==> config.mk <==
export PLATFORM = sky130hd
export DESIGN_NAME = wb_arbiter
export DESIGN_NICKNAME = d
export VERILOG_FILES = /design/src/rtl/wb_arbiter.sv
export SDC_FILE = /design/constraint.sdc
export NUM_CORES = 1
export LEC_CHECK = 0
export BUFFER_PORTS_ARGS = -buffer_cell sky130_fd_sc_hd__buf_2
export CORE_MARGIN = 1
export CORE_UTILIZATION = 57
export CTS_CLUSTER_DIAMETER = 60
export CTS_CLUSTER_SIZE = 40
export DETAILED_ROUTE_END_ITERATION = 8
export GPL_ROUTABILITY_DRIVEN = 0
export HOLD_SLACK_MARGIN = 0.1
export PLACE_DENSITY_LB_ADDON = 0.12
export SLEW_MARGIN = 20
export SYNTH_ARGS = -nofsm -noshare
export SYNTH_HDL_FRONTEND = slang
export SYNTH_SLANG_ARGS = --single-unit
==> constraint.sdc <==
create_clock -name clk -period 7 [get_ports clk]
set_clock_uncertainty 0.1 [all_clocks]
set_input_delay 1.4 -clock clk [delete_from_list [all_inputs] [get_ports clk]]
set_output_delay 1.4 -clock clk [all_outputs]
set_load 0.005 [all_outputs]
==> src/rtl/wb_arbiter.sv <==
// Register-file write-port arbiter: pipeline writeback has absolute priority, while mul/div
// results wait in a small queue and are killed if a younger pipeline write hits the same register.
module wb_arbiter #(
   parameter int unsigned FIFO_DEPTH   = 2,
   parameter int unsigned STARVE_LIMIT = 4,
   localparam int unsigned CntW = $clog2(FIFO_DEPTH + 1)
) (
   input  logic            clk,
   input  logic            reset,
   input  logic [37:0]     wbbus,
   input  logic            md_valid,
   input  logic [4:0]      md_dst,
   input  logic [31:0]     md_data,
   output logic            md_ready,
   input  logic [4:0]      hazard_dst,
   output logic            fifo_hit,
   output logic            stall_req,
   output logic            rf_we,
   output logic [4:0]      rf_waddr,
   output logic [31:0]     rf_wdata,
   output logic [CntW-1:0] fifo_count
);

   localparam int unsigned PtrW = (FIFO_DEPTH > 1) ? $clog2(FIFO_DEPTH) : 1;
   localparam int unsigned AgeW = (STARVE_LIMIT > 0) ? $clog2(STARVE_LIMIT + 1) : 1;

   logic [4:0]            dst_q  [FIFO_DEPTH];
   logic [4:0]            dst_d  [FIFO_DEPTH];
   logic [31:0]           data_q [FIFO_DEPTH];
   logic [31:0]           data_d [FIFO_DEPTH];
   logic [FIFO_DEPTH-1:0] live_q, live_d;
   logic [PtrW-1:0]       rd_ptr_q, rd_ptr_d, wr_ptr_q, wr_ptr_d;
   logic [CntW-1:0]       count_q, count_d;
   logic [AgeW-1:0]       age_q, age_d;
   logic                  rf_we_q, rf_we_d;
   logic [4:0]            rf_waddr_q, rf_waddr_d;
   logic [31:0]           rf_wdata_q, rf_wdata_d;

   logic        wb_valid, pipe_wr, head_live, not_empty, push, pop;
   logic [4:0]  wb_dst;
   logic [31:0] wb_data;

   function automatic logic [PtrW-1:0] ptr_inc(input logic [PtrW-1:0] p);
      return (p == PtrW'(FIFO_DEPTH - 1)) ? '0 : p + 1'b1;
   endfunction

   assign wb_valid  = wbbus[37];
   assign wb_dst    = wbbus[36:32];
   assign wb_data   = wbbus[31:0];
   assign pipe_wr   = wb_valid && (wb_dst != 5'd0);
   assign head_live = live_q[rd_ptr_q];
   assign not_empty = (count_q != '0);
   assign md_ready  = (count_q < CntW'(FIFO_DEPTH));
   assign push      = md_valid && md_ready && (md_dst != 5'd0);
   // A killed head always drains; a live head waits while the pipeline owns the port.
   assign pop       = not_empty && (!head_live || !pipe_wr);

   always_comb begin
      live_d     = live_q;
      dst_d      = dst_q;
      data_d     = data_q;
      rd_ptr_d   = rd_ptr_q;
      wr_ptr_d   = wr_ptr_q;
      count_d    = count_q;
      age_d      = age_q;
      rf_we_d    = 1'b0;
      rf_waddr_d = rf_waddr_q;
      rf_wdata_d = rf_wdata_q;

      if (pipe_wr) begin
         rf_we_d    = 1'b1;
         rf_waddr_d = wb_dst;
         rf_wdata_d = wb_data;
         for (int i = 0; i < FIFO_DEPTH; i++) begin
            if (dst_q[i] == wb_dst) live_d[i] = 1'b0;
         end
      end else if (pop && head_live) begin
         rf_we_d    = 1'b1;
         rf_waddr_d = dst_q[rd_ptr_q];
         rf_wdata_d = data_q[rd_ptr_q];
      end

      if (pop) begin
         live_d[rd_ptr_q] = 1'b0;
         rd_ptr_d         = ptr_inc(rd_ptr_q);
      end
      // Applied after the kill loop so a same-cycle enqueue survives.
      if (push) begin
         live_d[wr_ptr_q] = 1'b1;
         dst_d[wr_ptr_q]  = md_dst;
         data_d[wr_ptr_q] = md_data;
         wr_ptr_d         = ptr_inc(wr_ptr_q);
      end

      case ({push, pop})
         2'b10:   count_d = count_q + 1'b1;
         2'b01:   count_d = count_q - 1'b1;
         default: count_d = count_q;
      endcase

      if (pop || !not_empty) begin
         age_d = '0;
      end else if (head_live && (age_q != AgeW'(STARVE_LIMIT))) begin
         age_d = age_q + 1'b1;
      end
   end

   always_ff @(posedge clk or negedge reset) begin
      if (!reset) begin
         live_q     <= '0;
         rd_ptr_q   <= '0;
         wr_ptr_q   <= '0;
         count_q    <= '0;
         age_q      <= '0;
         rf_we_q    <= 1'b0;
         rf_waddr_q <= '0;
         rf_wdata_q <= '0;
      end else begin
         live_q     <= live_d;
         rd_ptr_q   <= rd_ptr_d;
         wr_ptr_q   <= wr_ptr_d;
         count_q    <= count_d;
         age_q      <= age_d;
         rf_we_q    <= rf_we_d;
         rf_waddr_q <= rf_waddr_d;
         rf_wdata_q <= rf_wdata_d;
      end
   end

   // Payload is qualified by the live bits, so it needs no reset.
   always_ff @(posedge clk) begin
      dst_q  <= dst_d;
      data_q <= data_d;
   end

   always_comb begin
      fifo_hit = 1'b0;
      for (int i = 0; i < FIFO_DEPTH; i++) begin
         if (live_q[i] && (dst_q[i] == hazard_dst)) fifo_hit = 1'b1;
      end
      if (hazard_dst == 5'd0) fifo_hit = 1'b0;
   end

   assign stall_req  = (age_q == AgeW'(STARVE_LIMIT));
   assign rf_we      = rf_we_q;
   assign rf_waddr   = rf_waddr_q;
   assign rf_wdata   = rf_wdata_q;
   assign fifo_count = count_q;

endmodule

* After elaboration in Yosys (flattened, before gate mapping)
Cells that the tools add are included.
** Storage, ports and cells
- Register bits after elaboration :: 121
- Word-level logic and storage cells :: 98
- Memories :: 0
- Bits in latches :: 0
- Bits of input ports :: 83
- Memory bits (read-only) :: 0
- Bits in writable memories :: 0
- Output and inout port bits :: 43
** Operators by class
- $mul :: 0
- Equal/unequal tests :: 8
- Shifts and indexed selects :: 0
- Bitwise operators :: 5
- Order comparisons :: 8
- Mux-type cells :: 37
- $add $sub $neg :: 5
- Reduce and logical (&&, ||, !) cells :: 23
- Divide/modulo/power cells :: 0
** Operators by type and width (count)
- 32-bit 2-to-1 mux :: 6
- 64-bit bitwise mux :: 1
- 32-bit demux with 1-bit select :: 1
- 5-bit 2-to-1 mux :: 6
- 5-bit == test :: 4
- 1-bit 2-to-1 mux :: 13
- 1-bit logical AND :: 11
- 10-bit bitwise mux :: 1
- 5-bit nonzero test :: 2
- 2-bit nonzero test :: 4
- 2-bit 2-to-1 mux :: 3
- 3-bit 2-to-1 mux :: 2
- 5-bit demux with 1-bit select :: 1
- 5-bit zero test :: 1
- 2-bit >= comparator (second input constant) :: 2
- 1-bit by 2-bit less-than comparator with 1-bit output (second input constant) :: 2
- 1-bit NOT with 2-bit output :: 2
- 2-bit case mux with 2 select lines :: 1
- 3-bit by 1-bit adder with 3-bit output (second input constant) :: 1
- 3-bit == test (second input constant) :: 1
- 1-bit zero test :: 3
- 3-bit inequality test (second input constant) :: 1
- 1-bit adder (second input constant) :: 2
- 2-bit by 1-bit adder with 2-bit output (second input constant) :: 1
- 11 further kinds :: 14

* Depth between registers and ports, before layout
Gate-level depths: netlist of run 1.
- Word-level depth :: 9
- Depth in mapped cells :: 9
- Mapped depth without buffers :: 7

* Worst setup path before layout of run 1
OpenSTA, ideal clock, no wires.
- Path type :: in2reg
- From :: input md_dst[3]
- To :: register data_q[0] (netlist bit), enable pin
- Library setup time :: 0.431 ns
- Buffers on the path :: 0
- Required time :: 6.469 ns
- Arrival :: 3.228 ns
- Path slack :: 3.240 ns
- Cell stages on the path :: 3
- Path through :: or4_1 > o211ai_2 > nor2_1
** Between the ends
- Word-level cells in the longest chain between the ends :: 2
** Ends and longest elaborated chain
- start, declared :: RTL line 12 : input logic [4:0] md_dst,
- 5-bit nonzero test :: RTL line 54 : assign push = md_valid && md_ready && (md_dst != 5'd0);
- 1-bit logical AND :: RTL line 54
- end signal, assigned :: RTL line 133 : data_q <= data_d;
- end, declared :: RTL line 29 : logic [31:0] data_q [FIFO_DEPTH];
Every way passes these cells.
A chain may end at the register's enable or synchronous reset.

* Worst setup path in the final report of run 1
- From :: input hazard_dst[3]
- To :: output fifo_hit
** Between the ends
- Word-level cells in the longest chain between the ends :: 5
- Elaborated cells between the ends (all ways) :: 8
- Those cells by class :: eq/ne (2); mux (3); reduce/logical (3)
** Ends and longest elaborated chain
- start, declared :: RTL line 15 : input logic [4:0] hazard_dst,
- 5-bit == test :: RTL line 139 : if (live_q[i] && (dst_q[i] == hazard_dst)) fifo_hit = 1'b1;
- 1-bit logical AND :: RTL line 139
- 1-bit 2-to-1 mux (2 in series) :: RTL line 139
- 1-bit 2-to-1 mux * :: RTL line 141 : if (hazard_dst == 5'd0) fifo_hit = 1'b0;
- end, declared :: RTL line 16 : output logic fifo_hit,
Mark *: on every way between the ends. The rest lies on a longest branch, timed or not.

==> results.md, run 1 <==
* Top post-synthesis cells by area: edfxtp_1 43%, dfrtp_1 23%, mux2_2 8.3%
* Die width at approximately 100 um
* Status: finished clean
* Hold Slack at between 0.4 and 0.5 ns
* Diodes inserted at 0
* Hold buffer count at cts at 0
* Avg Vias per Cell at approximately 5.4
* Crit path launch type: input pin
* I/O Buffers at 125
* Hold Vio Cnt, Final at 0
* Synth cell types at 35
* TritonCTS clock tree: yes
* Yosys top cell area share at between 40% and 50%
* Iteration-0 DRC Markers at 90
* Core Box Area at between 8000 and 9000 um2
* Max FO, Critical Path at 3
* FMAX at approximately 260 MHz
* Crit. End Element: output pin
* Worst vdd ir at 0.2123 mV
* Final min period at approximately 3.9 ns
* HP Class: reg2reg
* Fin nets at around 580
* Remaining antenna violation count at 0
* Placed cells at 577
* Pre-antenna DRT Iters at 4
* Worst Max-Slew Pin Slew at ~0.96 ns
* Post-CTS setup repair buffer count at 0
* Mapped Area at between 5000 and 6000 um2
* Total global-route track usage at between 20% and 30%
* Total gr overflow at 0
* Post-detail-place hpwl at around 6200 um
* Commonest cells post-synth: 74 x edfxtp_1, 47 x dfrtp_1, 41 x nand2_1
* Initial core utilization at between 50% and 60%
* Global-route wire length before repair at roughly 16000 um
* Total design power at between 0.002 and 0.003 W
* Post-synth EDFFs at 74
* Slowest CP cell: nor4_1
* Critical-path cell list: buf_2 -> xor2_1 -> nor4_1 -> nand3_1 -> a21oi_1 -> buf_2
* CTS Buffer Depth at 2
* Syn Inst Count at 360
* Cell Rows at 34
* Req. time, crit path at 5.50 ns
* Share of layout cells above drive strength 1 at approximately two fifths
* Seq/Total Area, Yosys at between 60% and 70%
* Critical path type: in2out
* IO Pins at roughly 130
* Finished Layout Cells at 611
* CP max stage delay at approximately 0.32 ns
* Clk root buf: clkbuf_8
* Yosys warnings at 0
* Total of max-cap violations at 0
* Vias in the first global route at roughly 3400
* Initial antenna violation count at 1
* Fin Setup TNS at 0 ns
* Routed WL at 9887 um
* Die ar. at ~9500 um2
* Routed via count at about 3300
* Post-route clock period utilization at roughly 55%
* Setup violations, final at 0
* Setup repair after global routing missed its margin: false
* Cell taking the most area after synthesis: edfxtp_1
* Asr flop ratio synth at approximately two fifths
* TritonCTS Sinks at roughly 120
* Latest clock arrival within the worst-skew pair at 0.51 ns
* CTS Buf Count at 17
* Ys flop type: edfxtp_1
* R2R setup slack at around 4.0 ns
* Power Density at 414.9 nW/um2
* CTS clock-pin slew for the worst setup and hold paths at around 0.060 ns
* Final Slew Violations at 0
* Syn nets at between 400 and 500
* Final core occ at about three quarters
* Area Growth Syn to Fin at 25.37%
* Arrival @ worst endpoint at ~2.4 ns
* DRC violations left at 0
* Leak at approximately 2.7 nW
* Die height at 97.32 um
* Pin count of the biggest net entering global routing at 79
* Cell with the most instances after synthesis: edfxtp_1
* Slew HR at ~36%
* CTS resizes at 0
* Avg Inst Size Synth at around 14 um2
* DR WL/cell at about 16 um
* H-tree depth at 4
* Register bit total from synthesis at ~120
* Most frequent CP cell: buf_2
-- power breakdown --
part | total (W) | internal (W) | switching [W]
Clock | 0.000854 | 0.000541 | 0.000312
Sequential | 0.00109 | 0.000951 | 0.000135
Combinational | 0.000754 | 0.000395 | 0.000359
Total | 0.00269 | 0.00189 | 0.000806
-- worst paths after layout --
check                              start           end  cells past startpoint
max                        hazard_dst[3]      fifo_hit                      6
min                         rf_wdata[29]  rf_wdata[29]                      2
max reg2reg                     rd_ptr_q   rf_waddr[3]                      5
min reg2reg                 rf_wdata[29]  rf_wdata[29]                      2
max in group asynchronous          reset      rd_ptr_q                      2
min in group asynchronous          reset   rf_wdata[9]                      2
-- final cells by class --
class,count,area [um2]
clock buffers,17,414.1
clock inverters,15,177.7
well taps,108,135.1
repair buffers,129,688.2
multi-input cells,215,1655
flip-flops and latches,121,3400
fillers,587,2271
inverters,6,22.52
-- placed cells by master, fill, tap and decap left out, drive strengths merged --
master,n
nor2,5
a21oi,4
o211ai,1
bufinv,3
a211o,1
or4,3
o21ai,39
or2,1
edfxtp,74
inv,7
nand3,4
nand2,41
o41ai,1
nor3,1
nor2b,1
o2111a,1
o22ai,2
clkinv,7
xor2,12
o31ai,1
clkinvlp,4
ha,3
mux2,38
and3,1
xnor2,13
nor4,3
nand3b,1
dfrtp,47
buf,129
o21a,1
mux2i,37
clkbuf,17
-- layer usage --
metal	track usage, %	share of wire, %	up-vias
met3	6.259	5.3	12
met5	0	0.11	-
met1	27.54	44	1604
li1	-	-	1575
met2	38.03	49	109
met4	8.597	1.0	2
-- logic make-up after synthesis --
kind of cell / count (synthesis) / synth area share, %
flops: 121 / 65.62
mux: 75 / 15.41
simple gates: 61 / 5.195
compound gates: 51 / 5.967
xor+xnor: 25 / 4.228
buf+inv: 24 / 2.851
fa+ha+maj: 3 / 0.7249
-- metrics by stage --
stage	instance area [um2]	setup slack [ns]
2_1_floorplan	5179	3.240
3_3_place_gp	5853	3.205
3_5_place_dp	5853	3.132
4_1_cts	6445	3.127
5_1_grt	6492	3.016
6_report	6492	3.136
-- sequential cells by signal (all words and copies together) (netlist names) --
| signal | count |
|---|---|
| live_q | 2 |
| age_q | 3 |
| rd_ptr_q | 1 |
| rf_we | 1 |
| wr_ptr_q | 1 |
| dst_q | 10 |
| data_q | 64 |
| rf_waddr | 5 |
| fifo_count | 2 |
| rf_wdata | 32 |
-- worst max-delay path: cells and delay by family --
family          cells  cell delay (ns)
compound gates      1             0.13
buf+inv             2             0.24
xor+xnor            1             0.15
simple gates        2             0.44
(Power assumes the default switching activity.)
==> run 2, diff against run 1 <==
--- a/config.mk
+++ b/config.mk
@@ -7,7 +7,7 @@
 export LEC_CHECK = 0
 export BUFFER_PORTS_ARGS = -buffer_cell sky130_fd_sc_hd__buf_2
 export CORE_MARGIN = 1
-export CORE_UTILIZATION = 57
+export CORE_UTILIZATION = 48
 export CTS_CLUSTER_DIAMETER = 60
 export CTS_CLUSTER_SIZE = 40
 export DETAILED_ROUTE_END_ITERATION = 8
==> constraint.sdc (replaced) <==
create_clock -name clk -period 3.2 [get_ports clk]
set_clock_uncertainty 0.1 [all_clocks]
set_input_delay 0.64 -clock clk [delete_from_list [all_inputs] [get_ports clk]]
set_output_delay 0.64 -clock clk [all_outputs]
set_load 0.005 [all_outputs]
==> results.md, run 2 (synthesis gave the netlist of run 1 again) <==
* Post-CTS setup repair buffer count at 0 (unchanged)
* Final Slew Violations at 0 (unchanged)
* Hold Vio Cnt, Final at 0 (unchanged)
* Share of layout cells above drive strength 1 at 41.39% (was 41.15%)
* Total of max-cap violations at 0 (unchanged)
* Post-route clock period utilization at between 80% and 90%
* Arrival @ worst endpoint at 1.86 ns (was 2.36 ns)
* Post-detail-place hpwl at 6906 um (was 6152 um)
* DR WL/cell at 15.79 um (was 16.18 um)
* Fin nets at 578 (was 576)
* Cell Rows at 37 (was 34)
* I/O Buffers at 125 (unchanged)
* Remaining antenna violation count at 0 (unchanged)
* Fin Setup TNS at 0 ns (unchanged)
* Worst Max-Slew Pin Slew at 0.9738 ns (was 0.9592 ns)
* Global-route wire length before repair at 16460 um (was 16180 um)
* CP max stage delay at 0.45 ns (was 0.32 ns)
* Hold Path Cell Cnt at 1 (was 2)
* Reg-to-reg critical path endpoint: rf_wdata[14] (was rf_waddr[3])
* R2R setup slack at 0.76 ns (was 3.96 ns)
* Die ar. at 11210 um2 (was 9470 um2)
* TritonCTS Sinks at 121 (unchanged)
* Worst vdd ir at 0.3977 mV (was 0.2123 mV)
* Die width at 105.9 um (was 97.32 um)
* Routed via count at 3227 (was 3302)
* CTS clock-pin slew for the worst setup and hold paths at 0.06 ns (about the same)
* H-tree depth at 4 (unchanged)
* Pin count of the biggest net entering global routing at 48 (was 79)
* CTS Buf Count at 17 (unchanged)
* Sequential cell area at 3400 um2 (unchanged)
* Pre-antenna DRT Iters at 4 (unchanged)
* Slowest CP cell: edfxtp_1 (was nor4_1)
* TritonCTS clock tree: yes (unchanged)
* Vias in the first global route at 3360 (unchanged)
* Latest clock arrival within the worst-skew pair at 0.51 ns (about the same)
* Crit. End Element: output pin (unchanged)
* Crit path launch type: register (was input pin)
* Max FO, Critical Path at 3 (unchanged)
* IO Pins at 126 (unchanged)
* Power Density at 908.6 nW/um2 (was 414.9 nW/um2)
* Placed cells at 608 (was 577)
* Max reg flops at 64 (unchanged)
* Final min period at 2.597 ns
* Min-delay src: md_data[5] (was rf_wdata[29])
* Iteration-0 DRC Markers at 149 (was 90)
* FILL cells at 814 (was 587)
* Total gr overflow at 0 (unchanged)
* Setup violations, final at 0 (unchanged)
* Leak at 2.720 nW (was 2.697 nW)
* Worst r2r src: live_q[1] (was rd_ptr_q)
* Status: finished clean (unchanged)
* Routed WL at 10120 um (was 9887 um)
* HP Class: in2reg (was reg2reg)
* Finished Layout Cells at 641 (was 611)
* CTS Buffer Depth at 2 (unchanged)
* Req. time, crit path at 2.46 ns (was 5.50 ns)
* FMAX at roughly 390 MHz
* Most common cell after layout, fill and taps aside: buf_2 (unchanged)
* Area Growth Syn to Fin at 26.75% (was 25.37%)
* Avg Vias per Cell at 5.034 (was 5.404)
* Initial core utilization at 49.94% (was 59.09%)
* Clk root buf: clkbuf_8 (unchanged)
* Core Box Area at 10370 um2 (was 8763 um2)
* Total design power at 0.005964 W (was 0.002694 W)
* Worst Hold End: data_q[5] (was rf_wdata[29])
* Total global-route track usage at 19.74% (was 22.47%)
* Biggest register: data_q (unchanged)
* Most frequent cells in the layout: 124 x buf_2, 74 x edfxtp_1, 46 x dfrtp_1 (was 125 x buf_2, 74 x edfxtp_1, 46 x dfrtp_1)
* Area of the multi-input gates at 1655 um2 (unchanged)
* Initial antenna violation count at 0 (was 1)
* Critical-path cell list: xor2_1 -> nor4_1 -> nand3_1 -> a21oi_1 -> buf_2 (was buf_2 -> xor2_1 -> nor4_1 -> nand3_1 -> a21oi_1 -> buf_2)
* Diodes inserted at 0 (unchanged)
* Setup repair after global routing missed its margin: false (unchanged)
* FF-to-FF path depth at 5 (unchanged)
* DRC violations left at 0 (unchanged)
* Slew HR at 34.94% (was 36.06%)
* Critical path type: reg2out (was in2out)
* Die height at 105.9 um (was 97.32 um)
run 2: report_power, final:
| part | total, W | switching (W) | internal [W] |
|---|---|---|---|
| Combinational | 0.00176 | 0.000891 | 0.000869 |
| Sequential | 0.00227 | 0.000186 | 0.00208 |
| Clock | 0.00194 | 0.000672 | 0.00126 |
| Total | 0.00596 | 0.00175 | 0.00422 |
run 2: worst max-delay path by stage:
stage,start,end,slack (ns),cells after the start
finish,dst_q[2],fifo_hit,0.60,5
floorplan,md_dst[3],data_q[0],0.20,3
CTS,dst_q[2],fifo_hit,0.58,5
detailed placement,wbbus[33],fifo_count[1],0.69,7
global route,dst_q[2],fifo_hit,0.46,5
global placement,wbbus[33],fifo_count[1],0.73,7
run 2: stage by stage:
step	hold slack [ns]	setup WS, ns	util [%]	instance area (um2)
6_report	0.2201	0.6030	63.30	6564
3_5_place_dp	0.4351	0.6871	57.24	5936
4_1_cts	0.1966	0.5798	63.18	6551
3_3_place_gp	0.4294	0.7265	57.24	5936
5_1_grt	0.1915	0.4640	63.30	6564
2_1_floorplan	0.2444	0.2005	-	5179
run 2: final cells by class:
type,count,share of cell area [%]
Inverter,6,0.3431
Tap cell,136,2.592
Timing Repair Buffer,131,10.67
Clock inverter,15,3.069
Clock buffer,17,6.310
Multi-Input combinational cell,215,25.22
Sequential cell,121,51.79
run 2: per-layer routing:
| layer | vias to the layer above | global-route usage, % | part of all wire [%] |
|---|---|---|---|
| met2 | 99 | 32.73 | 49 |
| met4 | 0 | 8.036 | 0.99 |
| li1 | 1578 | - | - |
| met3 | 10 | 5.628 | 5.4 |
| met5 | - | 0 | 0 |
| met1 | 1540 | 24.29 | 45 |
run 2: critical path, delay by kind of cell, from the launching register on:
kind | cells | cell delay (ns)
xor+xnor | 1 | 0.20
flops | 1 | 0.45
buf+inv | 1 | 0.13
compound gates | 1 | 0.16
simple gates | 2 | 0.41
run 2: repair_timing:
action,CTS,global route
resized for setup,0,0
hold endpoints to repair,0,14
hold buffers,0,1
==> run 3, diff against run 2 <==
==> constraint.sdc (replaced) <==
create_clock -name clk -period 2.15 [get_ports clk]
set_clock_uncertainty 0.1 [all_clocks]
set_input_delay 0.43 -clock clk [delete_from_list [all_inputs] [get_ports clk]]
set_output_delay 0.43 -clock clk [all_outputs]
set_load 0.005 [all_outputs]
==> results.md, run 3 (synthesis gave the netlist of run 1 again) <==
* Status: complete, but fails checks (was finished clean)
* Failing checks: setup timing
* Crit. End Element: output pin (unchanged)
* Final min period at 2.296 ns
* Worst Max-Slew Pin Slew at 0.7018 ns (was 0.9738 ns)
* Avg Vias per Cell at 4.958 (was 5.034)
* Worst vdd ir at 0.6975 mV (was 0.3977 mV)
* Iteration-0 DRC Markers at 143 (was 149)
* I/O Buffers at 125 (unchanged)
* Post-detail-place hpwl at 6991 um (was 6906 um)
* Final Slew Violations at 0 (unchanged)
* Reg-to-reg critical path endpoint: data_q[3] (was rf_wdata[14])
* TritonCTS Sinks at 121 (unchanged)
* Area Growth Syn to Fin at 44.77% (was 26.75%)
* Worst Hold End: dst_q[6] (was data_q[5])
* Arrival @ worst endpoint at 1.77 ns (was 1.86 ns)
* FMAX at 435.5 MHz
* Max FO, Critical Path at 2 (was 3)
* Die width at 105.9 um (unchanged)
* Routed WL at 11380 um (was 10120 um)
* Placed cell area at 6068 um2 (was 5936 um2)
* Placement Setup Slack at -0.1241 ns (was 0.6871 ns)
* Fin nets at 673 (was 578)
* R2R setup slack at 0.26 ns (was 0.76 ns)
* H-tree depth at 4 (unchanged)
* Setup violations, final at 1 (was 0)
* Crit path launch type: register (unchanged)
* Power Density at 1226 nW/um2 (was 908.6 nW/um2)
* DRC violations left at 0 (unchanged)
* Die ar. at 11210 um2 (unchanged)
* Req. time, crit path at 1.62 ns (was 2.46 ns)
* Hold Path Cell Cnt at 2 (was 1)
* Remaining antenna violation count at 0 (unchanged)
* Clk root buf: clkbuf_8 (unchanged)
* CTS Buf Count at 17 (unchanged)
* Slew HR at 53.10% (was 34.94%)
* Core Box Area at 10370 um2 (unchanged)
* Min-delay src: md_dst[1] (was md_data[5])
* CTS Buffer Depth at 2 (unchanged)
* TritonCTS clock tree: yes (unchanged)
* HP Class: in2reg (unchanged)
* Initial core utilization at 49.94% (unchanged)
* Total of max-cap violations at 0 (unchanged)
* Pre-antenna DRT Iters at 5 (was 4)
* Setup repair after global routing missed its margin: true (was false)
* Cell Rows at 37 (unchanged)
* Initial antenna violation count at 0 (unchanged)
* Vias in the first global route at 3809 (was 3360)
* Critical path type: reg2out (unchanged)
* Hold Vio Cnt, Final at 0 (unchanged)
* Leak at 3.154 nW (was 2.720 nW)
* FF-to-FF path depth at 5 (unchanged)
* Total gr overflow at 0 (unchanged)
* Fin Setup TNS at -0.1460 ns (was 0 ns)
* Slowest CP cell: edfxtp_1 (unchanged)
* FILL cells at 705 (was 814)
* Worst r2r src: fifo_count[1] (was live_q[1])
* Global-route wire length before repair at 18240 um (was 16460 um)
* Max reg flops at 64 (unchanged)
* Final setup margin at -0.1460 ns (was 0.6030 ns)
* Total global-route track usage at 21.38% (was 19.74%)
* Post-route clock period utilization at 106.8%
* Critical-path cell list: xor2_1 -> nor4_2 -> nand3_1 -> a21oi_1 -> buf_2 (was xor2_1 -> nor4_1 -> nand3_1 -> a21oi_1 -> buf_2)
* Biggest register: data_q (unchanged)
* Die height at 105.9 um (unchanged)
* IO Pins at 126 (unchanged)
* Most frequent cells in the layout: 125 x buf_2, 74 x edfxtp_1, 69 x dlygate4sd3_1 (was 124 x buf_2, 74 x edfxtp_1, 46 x dfrtp_1)
* Latest clock arrival within the worst-skew pair at 0.50 ns (was 0.51 ns)
* CP max stage delay at 0.43 ns (was 0.45 ns)
* Pin count of the biggest net entering global routing at 42 (was 48)
* Share of layout cells above drive strength 1 at 39.50% (was 41.39%)
* CTS clock-pin slew for the worst setup and hold paths at 0.06 ns (about the same)
* Diodes inserted at 0 (unchanged)
* Finished Cell Area at 7497 um2 (was 6564 um2)
* Routed via count at 3649 (was 3227)
* Most common cell after layout, fill and taps aside: buf_2 (unchanged)
* DR WL/cell at 15.46 um (was 15.79 um)
-- run 3: cell types whose count changed in the layout (fill, tap and decap cells not counted) --
cell	before	now
dlygate4sd3_1	1	69
buf_12	2	3
inv_6	1	2
buf_4	4	27
clkbuf_8	1	3
buf_16	0	2
buf_2	124	125
nor4_1	3	2
clkinvlp_4	3	2
bufinv_16	4	3
clkinv_2	3	2
nor4_2	0	1
-- run 3: worst max-delay path: cells and delay by family, from the launching register on --
family                 cells  cell delay [ns]
flip-flops                 1             0.43
AND/OR/NAND/NOR            2             0.38
XOR/XNOR                   1             0.18
AO/OA/AOI/OAI              1             0.15
buffers and inverters      1             0.13
-- run 3: timing repair --
item | in CTS | in global routing
gates resized for setup | 0 | 1
hold endpoints to repair | 150 | 0
hold buffers | 69 | 0
pin swaps | 8 | 4
setup buffers | 8 | 1
setup endpoints to repair | 1 | 1
-- run 3: how the worst max path moves through the flow --
| stage | endpoint | cells past startpoint | from |
|---|---|---|---|
| finish | fifo_hit | 5 | dst_q[6] |
| global route | fifo_hit | 5 | dst_q[6] |
| CTS | fifo_hit | 5 | dst_q[3] |
| detailed placement | data_q[15] | 5 | md_dst[3] |
| global placement | data_q[20] | 5 | md_dst[3] |
| floorplan | fifo_count[1] | 9 | wbbus[33] |
-- run 3: report_power, final --
part           total [W]  leakage (nW)  switching [W]  internal [W]
clock            0.00285         0.295        0.00101       0.00184
combinational    0.00297          1.61        0.00142       0.00155
sequential       0.00337          1.25       0.000276       0.00310
-- run 3: cell type report --
type / count / area, um2 / share of cell area (%)
clock buffer: 19 / 441.7 / 5.891
tap: 136 / 170.2 / 2.270
inverter: 6 / 22.52 / 0.3004
clock inverter: 13 / 167.7 / 2.236
sequential: 121 / 3400 / 45.34
timing repair buffer: 226 / 1634 / 21.80
multi-input combinational: 215 / 1662 / 22.16
-- run 3: metal layers --
layer | wire length [um] | global-route usage (%) | vias to the layer above
met5 | 0 | 0 | -
met2 | 5724 | 36.32 | 108
met1 | 5017 | 26.83 | 1765
met4 | 107 | 6.151 | 0
met3 | 527 | 5.751 | 10
li1 | - | - | 1766
-- run 3: metrics by stage --
stage	util, %	total power [W]	std cells	hold slack, ns
after floorplan	-	0.005263	360	0.03441
after global placement	58.52	0.006122	624	0.2199
after detailed placement	58.52	0.006198	624	0.2224
after CTS	71.63	0.009185	733	0.1157
after global routing	72.30	0.009644	736	0.1122
final	72.30	0.009195	736	0.1343
